### config.mk
export PLATFORM = sky130hd
export DESIGN_NAME = tri_job_sched
export DESIGN_NICKNAME = d
export VERILOG_FILES = /design/src/rtl/tri_job_sched.sv
export SDC_FILE = /design/constraint.sdc
export NUM_CORES = 1
export LEC_CHECK = 0
export ABC_CLOCK_PERIOD_IN_PS = 4100
export CAP_MARGIN = 10
export CORE_ASPECT_RATIO = 0.7
export CORE_UTILIZATION = 38
export CTS_BUF_LIST = sky130_fd_sc_hd__clkbuf_16
export DETAILED_ROUTE_END_ITERATION = 12
export PLACE_DENSITY = 0.78
export REMOVE_ABC_BUFFERS = 1
export SETUP_SLACK_MARGIN = 0.3
export SYNTH_ARGS = -nofsm -noshare
export SYNTH_HDL_FRONTEND = slang
export SYNTH_SLANG_ARGS = --single-unit
### constraint.sdc
create_clock -name clk -period 4.1 [get_ports clk]
set_input_delay 1.025 -clock clk [delete_from_list [all_inputs] [get_ports clk]]
set_output_delay 1.025 -clock clk [all_outputs]
set_load 0.02 [all_outputs]
### src/rtl/tri_job_sched.sv
// Round-robin scheduler sharing one triangle rasterizer among NREQ requesters.
// Ports: clk/reset; req/req_tri/ack/done/pix_cnt requester side;
//   eng_nt/xi/yi load and eng_busy/po/xo/yo from the engine;
//   pix_valid/x/y/id registered pixel stream; err sticky watchdog flag.
module tri_job_sched #(
  parameter int NREQ       = 2,
  parameter int MAX_CYCLES = 255
) (
  input  logic               clk,
  input  logic               reset,
  input  logic [NREQ-1:0]    req,
  input  logic [NREQ*18-1:0] req_tri,
  output logic [NREQ-1:0]    ack,
  output logic [NREQ-1:0]    done,
  output logic [6:0]         pix_cnt,
  output logic               eng_nt,
  output logic [2:0]         eng_xi,
  output logic [2:0]         eng_yi,
  input  logic               eng_busy,
  input  logic               eng_po,
  input  logic [2:0]         eng_xo,
  input  logic [2:0]         eng_yo,
  output logic               pix_valid,
  output logic [2:0]         pix_x,
  output logic [2:0]         pix_y,
  output logic [1:0]         pix_id,
  output logic               err
);

  localparam logic [2:0] S_IDLE  = 3'd0;
  localparam logic [2:0] S_SEND1 = 3'd1;
  localparam logic [2:0] S_SEND2 = 3'd2;
  localparam logic [2:0] S_SEND3 = 3'd3;
  localparam logic [2:0] S_RUN   = 3'd4;
  localparam logic [2:0] S_FIN   = 3'd5;
  localparam logic [2:0] S_HALT  = 3'd6;

  localparam logic [7:0] WD_LAST = 8'(MAX_CYCLES - 1);

  logic [2:0]  state;
  logic [1:0]  ptr;
  logic [1:0]  id;
  logic [17:0] tri_q;
  logic [7:0]  wd;

  logic        gnt_ok;
  logic [1:0]  gnt_id;
  logic [1:0]  gnt_nxt;
  logic [17:0] gnt_tri;
  logic        hi_ok;
  logic [1:0]  hi_id;

  // Lowest set bit at or above ptr wins; otherwise wrap to lowest overall.
  // Descending scan so the lowest match is the last one written.
  always_comb begin
    gnt_ok = 1'b0;
    gnt_id = 2'd0;
    hi_ok  = 1'b0;
    hi_id  = 2'd0;
    for (int i = NREQ - 1; i >= 0; i--) begin
      if (req[i]) begin
        gnt_ok = 1'b1;
        gnt_id = 2'(i);
        if (2'(i) >= ptr) begin
          hi_ok = 1'b1;
          hi_id = 2'(i);
        end
      end
    end
    if (hi_ok) gnt_id = hi_id;
  end

  always_comb begin
    gnt_tri = 18'd0;
    for (int i = 0; i < NREQ; i++) begin
      if (gnt_id == 2'(i)) gnt_tri = req_tri[18*i +: 18];
    end
  end

  assign gnt_nxt = (gnt_id == 2'(NREQ - 1)) ? 2'd0 : gnt_id + 2'd1;

  // ack is decoded in IDLE so the triangle is captured on that same edge;
  // gated by reset so it stays 0 while the FSM is held in IDLE by reset.
  always_comb begin
    for (int i = 0; i < NREQ; i++) begin
      ack[i]  = !reset && (state == S_IDLE) && gnt_ok
                && (gnt_id == 2'(i));
      done[i] = (state == S_FIN) && (id == 2'(i));
    end
  end

  always_comb begin
    eng_nt = 1'b0;
    eng_xi = 3'd0;
    eng_yi = 3'd0;
    case (state)
      S_SEND1: begin
        eng_nt = 1'b1;
        eng_xi = tri_q[2:0];
        eng_yi = tri_q[5:3];
      end
      S_SEND2: begin
        eng_xi = tri_q[8:6];
        eng_yi = tri_q[11:9];
      end
      S_SEND3: begin
        eng_xi = tri_q[14:12];
        eng_yi = tri_q[17:15];
      end
      default: ;
    endcase
  end

  always_ff @(posedge clk or posedge reset) begin
    if (reset) begin
      state     <= S_IDLE;
      ptr       <= 2'd0;
      id        <= 2'd0;
      tri_q     <= 18'd0;
      wd        <= 8'd0;
      pix_cnt   <= 7'd0;
      err       <= 1'b0;
      pix_valid <= 1'b0;
      pix_x     <= 3'd0;
      pix_y     <= 3'd0;
      pix_id    <= 2'd0;
    end else begin
      pix_valid <= eng_po;
      pix_x     <= eng_xo;
      pix_y     <= eng_yo;
      pix_id    <= id;
      case (state)
        S_IDLE: begin
          if (gnt_ok) begin
            tri_q <= gnt_tri;
            id    <= gnt_id;
            ptr   <= gnt_nxt;
            state <= S_SEND1;
          end
        end
        S_SEND1: begin
          pix_cnt <= 7'd0;
          state   <= S_SEND2;
        end
        S_SEND2: state <= S_SEND3;
        S_SEND3: begin
          wd    <= 8'd0;
          state <= S_RUN;
        end
        S_RUN: begin
          if (eng_po && pix_cnt != 7'd127) pix_cnt <= pix_cnt + 7'd1;
          if (!eng_busy) begin
            state <= S_FIN;
          end else if (wd == WD_LAST) begin
            err   <= 1'b1;
            state <= S_FIN;
          end else begin
            wd <= wd + 8'd1;
          end
        end
        S_FIN:   state <= err ? S_HALT : S_IDLE;
        S_HALT:  state <= S_HALT;
        default: state <= S_IDLE;
      endcase
    end
  end

endmodule
==> results.tsv <==
metric	value	unit
period_needed	3.62	ns
synthArstFlopShare	1.00	
cellPowerDensity	624	nW/um^2
critPathMaxStageDelay	0.63	ns
root_buffer	clkbuf_16	
rsz0062_at_grt	no	
critPathKind	in2out	
grt_max_degree	31	
clk_pin_slew	0.07	ns
final.setup.tns	0	ns
drt_iter0_markers	105	
antenna_found_initial	0	
cp-start-kind	primary input	
cts_tree	yes	
grt_pass1_wl	9560	um
holdPathEnd	pix_id[0]	
core	5840	um^2
syn_avg_cell_area	10.3	um^2
cp_slowest_cell	clkdlybuf4s50_1	
ios	76	
power.leakage	0.00141	uW
drc	0	
setup_viol	0	
cts_buffers	5	
ys_ff_latch	47	
holdPathStages	0	
crit_fanout	3	
hold_path_class	reg2reg	
h-tree-depth	2	
peakVddDrop	0.220	mV
tightest_slew	0.712	ns
synth_cell_type_count	44	
grt_use_met1	0.266	
yosysSeqAreaShare	0.501	
portBuffers	74	
gp_congestion	0.806	
nets	350	
synthToLayoutAreaGrowth	41.0	%
clk_latency	0.29	ns
postRouteAntennaNets	0	
die_y	67.7	um
gr-total-overflow	0	
fp.dieW	95.9	um
synthCells	227	
dpl.hpwl	4150	um
diodes	0	
synth_area	2350	um^2
cts_hold_buf	0	
cts.sink_count	47	
period_share	0.883	
r2r_end	tri_q[14]	
met2_usage	0.304	
ys.flop_type	dfrtp_1	
first_pass_iters	4	
whs	0.427	ns
wl_per_cell	15.4	um
worstPathArrival	2.60	ns
power	2060	uW
final_cells	375	
cts_buffer_depth	2	
cpMostUsedCell	clkdlybuf4s50_1	
start_util	0.402	
final_area	3310	um^2
synth_warnings	0	
dpl_cell_area	3150	um^2
hold_viol	0	
cap_viol_max_count	0	
drt-total-wl	5770	um
fin_skew	0.00789	ns
grtUsageMet3	0.0574	
rows	23	
dieArea	6500	um^2
reg2reg_from	state[1]	
hp-start	id[0]	
crit_chain	clkdlybuf4s50_1 > inv_1 > o21ai_1 > and3_1 > clkdlybuf4s50_1	
busiest_layer	met2	
max_freq	0.276	GHz
drive_gt1_frac	0.103	
vias	2040	
dp.cells	366	
r2r_cells	5	
synth-edff-count	0	
worstSetupEndpointType	primary output	
cp.required	3.07	ns
grt_pass1_vias	1983	
status	complete, no violations	
vias_per_cell	5.44	
ff2ff_setup_slack	1.85	ns
maxSlewViolCount	0	
slew_headroom	0.526	
grt.total_usage	0.195	
repair_timing:
action,in CTS,in global routing
endpoints found under the setup margin,0,2
buffers inserted,0,0
hold endpoints to repair,0,0
resized for setup,0,2
routing by layer:
metal	up-vias	share of wire
li1	965	-
met1	979	0.46
met2	90	0.44
met3	6	0.095
met4	0	0.0083
met5	-	0
cell usage after synthesis, types with 4 or more instances:
| master | count | share of area |
|---|---|---|
| nand3_1 | 9 | 0.019 |
| nand2_1 | 14 | 0.022 |
| buf_4 | 4 | 0.013 |
| clkbuf_1 | 7 | 0.011 |
| dfrtp_1 | 47 | 0.50 |
| mux2_2 | 7 | 0.034 |
| o21ai_0 | 8 | 0.017 |
| nor2b_1 | 22 | 0.059 |
| a22oi_1 | 6 | 0.019 |
| a21oi_1 | 5 | 0.011 |
| buf_2 | 4 | 0.0085 |
| inv_1 | 9 | 0.014 |
| nor3_1 | 6 | 0.013 |
| a21o_1 | 4 | 0.013 |
| a221o_1 | 18 | 0.077 |
| nor2_1 | 13 | 0.021 |
| and3_1 | 5 | 0.013 |
kinds of logic after synthesis:
group | count (synthesis) | synth area share
other | 1 | 0.00160
flip-flops | 47 | 0.501
AO/OA/AOI/OAI | 55 | 0.186
adder cells (fa/ha/maj) | 3 | 0.0160
multiplexers | 9 | 0.0421
buffers and inverters | 25 | 0.0517
AND/OR/NAND/NOR | 87 | 0.201
placed cells by master, fill, tap and decap left out, types with 2 or more instances in the layout:
cell | synthesis | layout
clkdlybuf4s50_1 | 0 | 73
dfrtp_1 | 47 | 47
nor2b_1 | 22 | 22
a221o_1 | 18 | 18
nand2_1 | 14 | 14
nor2_1 | 13 | 13
nand3_1 | 9 | 9
inv_1 | 9 | 8
o21ai_0 | 8 | 7
mux2_2 | 7 | 7
nor3_1 | 6 | 6
a22oi_1 | 6 | 6
buf_4 | 4 | 6
a21oi_1 | 5 | 5
and3_1 | 5 | 5
clkbuf_16 | 0 | 5
a21o_1 | 4 | 4
nand2b_1 | 3 | 3
ha_1 | 3 | 3
o211ai_1 | 2 | 2
o31ai_1 | 2 | 2
or2_2 | 2 | 2
or3_1 | 2 | 2
nor4_2 | 0 | 2
and2_1 | 2 | 2
mux2i_1 | 2 | 2
a211o_1 | 2 | 2
clkinvlp_4 | 0 | 2
worst max-delay path: cells and delay by family:
family / cells / cell delay, ns
AOI/OAI and AO/OA: 1 / 0.20
and+or+nand+nor: 1 / 0.20
buffers and inverters: 3 / 1.16
how the worst max path moves through the flow:
stage,startpoint,to,slack [ns],cells after the start
2_1_floorplan,req[0],ack[1],0.1,4
3_3_place_gp,req[1],ack[1],0.40,5
6_report,req[0],ack[0],0.48,5
5_1_grt,req[0],ack[0],0.41,5
3_5_place_dp,req[1],ack[1],0.37,5
4_1_cts,req[1],ack[1],0.35,5
stage by stage:
stage,setup slack [ns],utilization
final,0.480,0.566
after global routing,0.414,0.566
after CTS,0.351,0.565
after detailed placement,0.368,0.539
after global placement,0.401,0.539
after floorplan,0.0971,-
report_power, final:
group          total [uW]  switching, uW  internal (uW)
clock                 406            178            228
sequential            744            134            610
combinational         913            445            468
cell type report:
type,instances,area [um^2]
timing repair buffer,81,793
clock buffer,5,125
multi-input combinational,155,1060
inverter,9,33.8
sequential,47,1180
tap,75,93.8
clock inverter,3,23.8
fill,516,2530
sequential cells by signal, summed over array words and instances (netlist names), 3 cells and up:
register	count
state	3
wd	8
tri_q	18
pix_y	3
pix_x	3
pix_cnt	7
(Power assumes the default switching activity.)
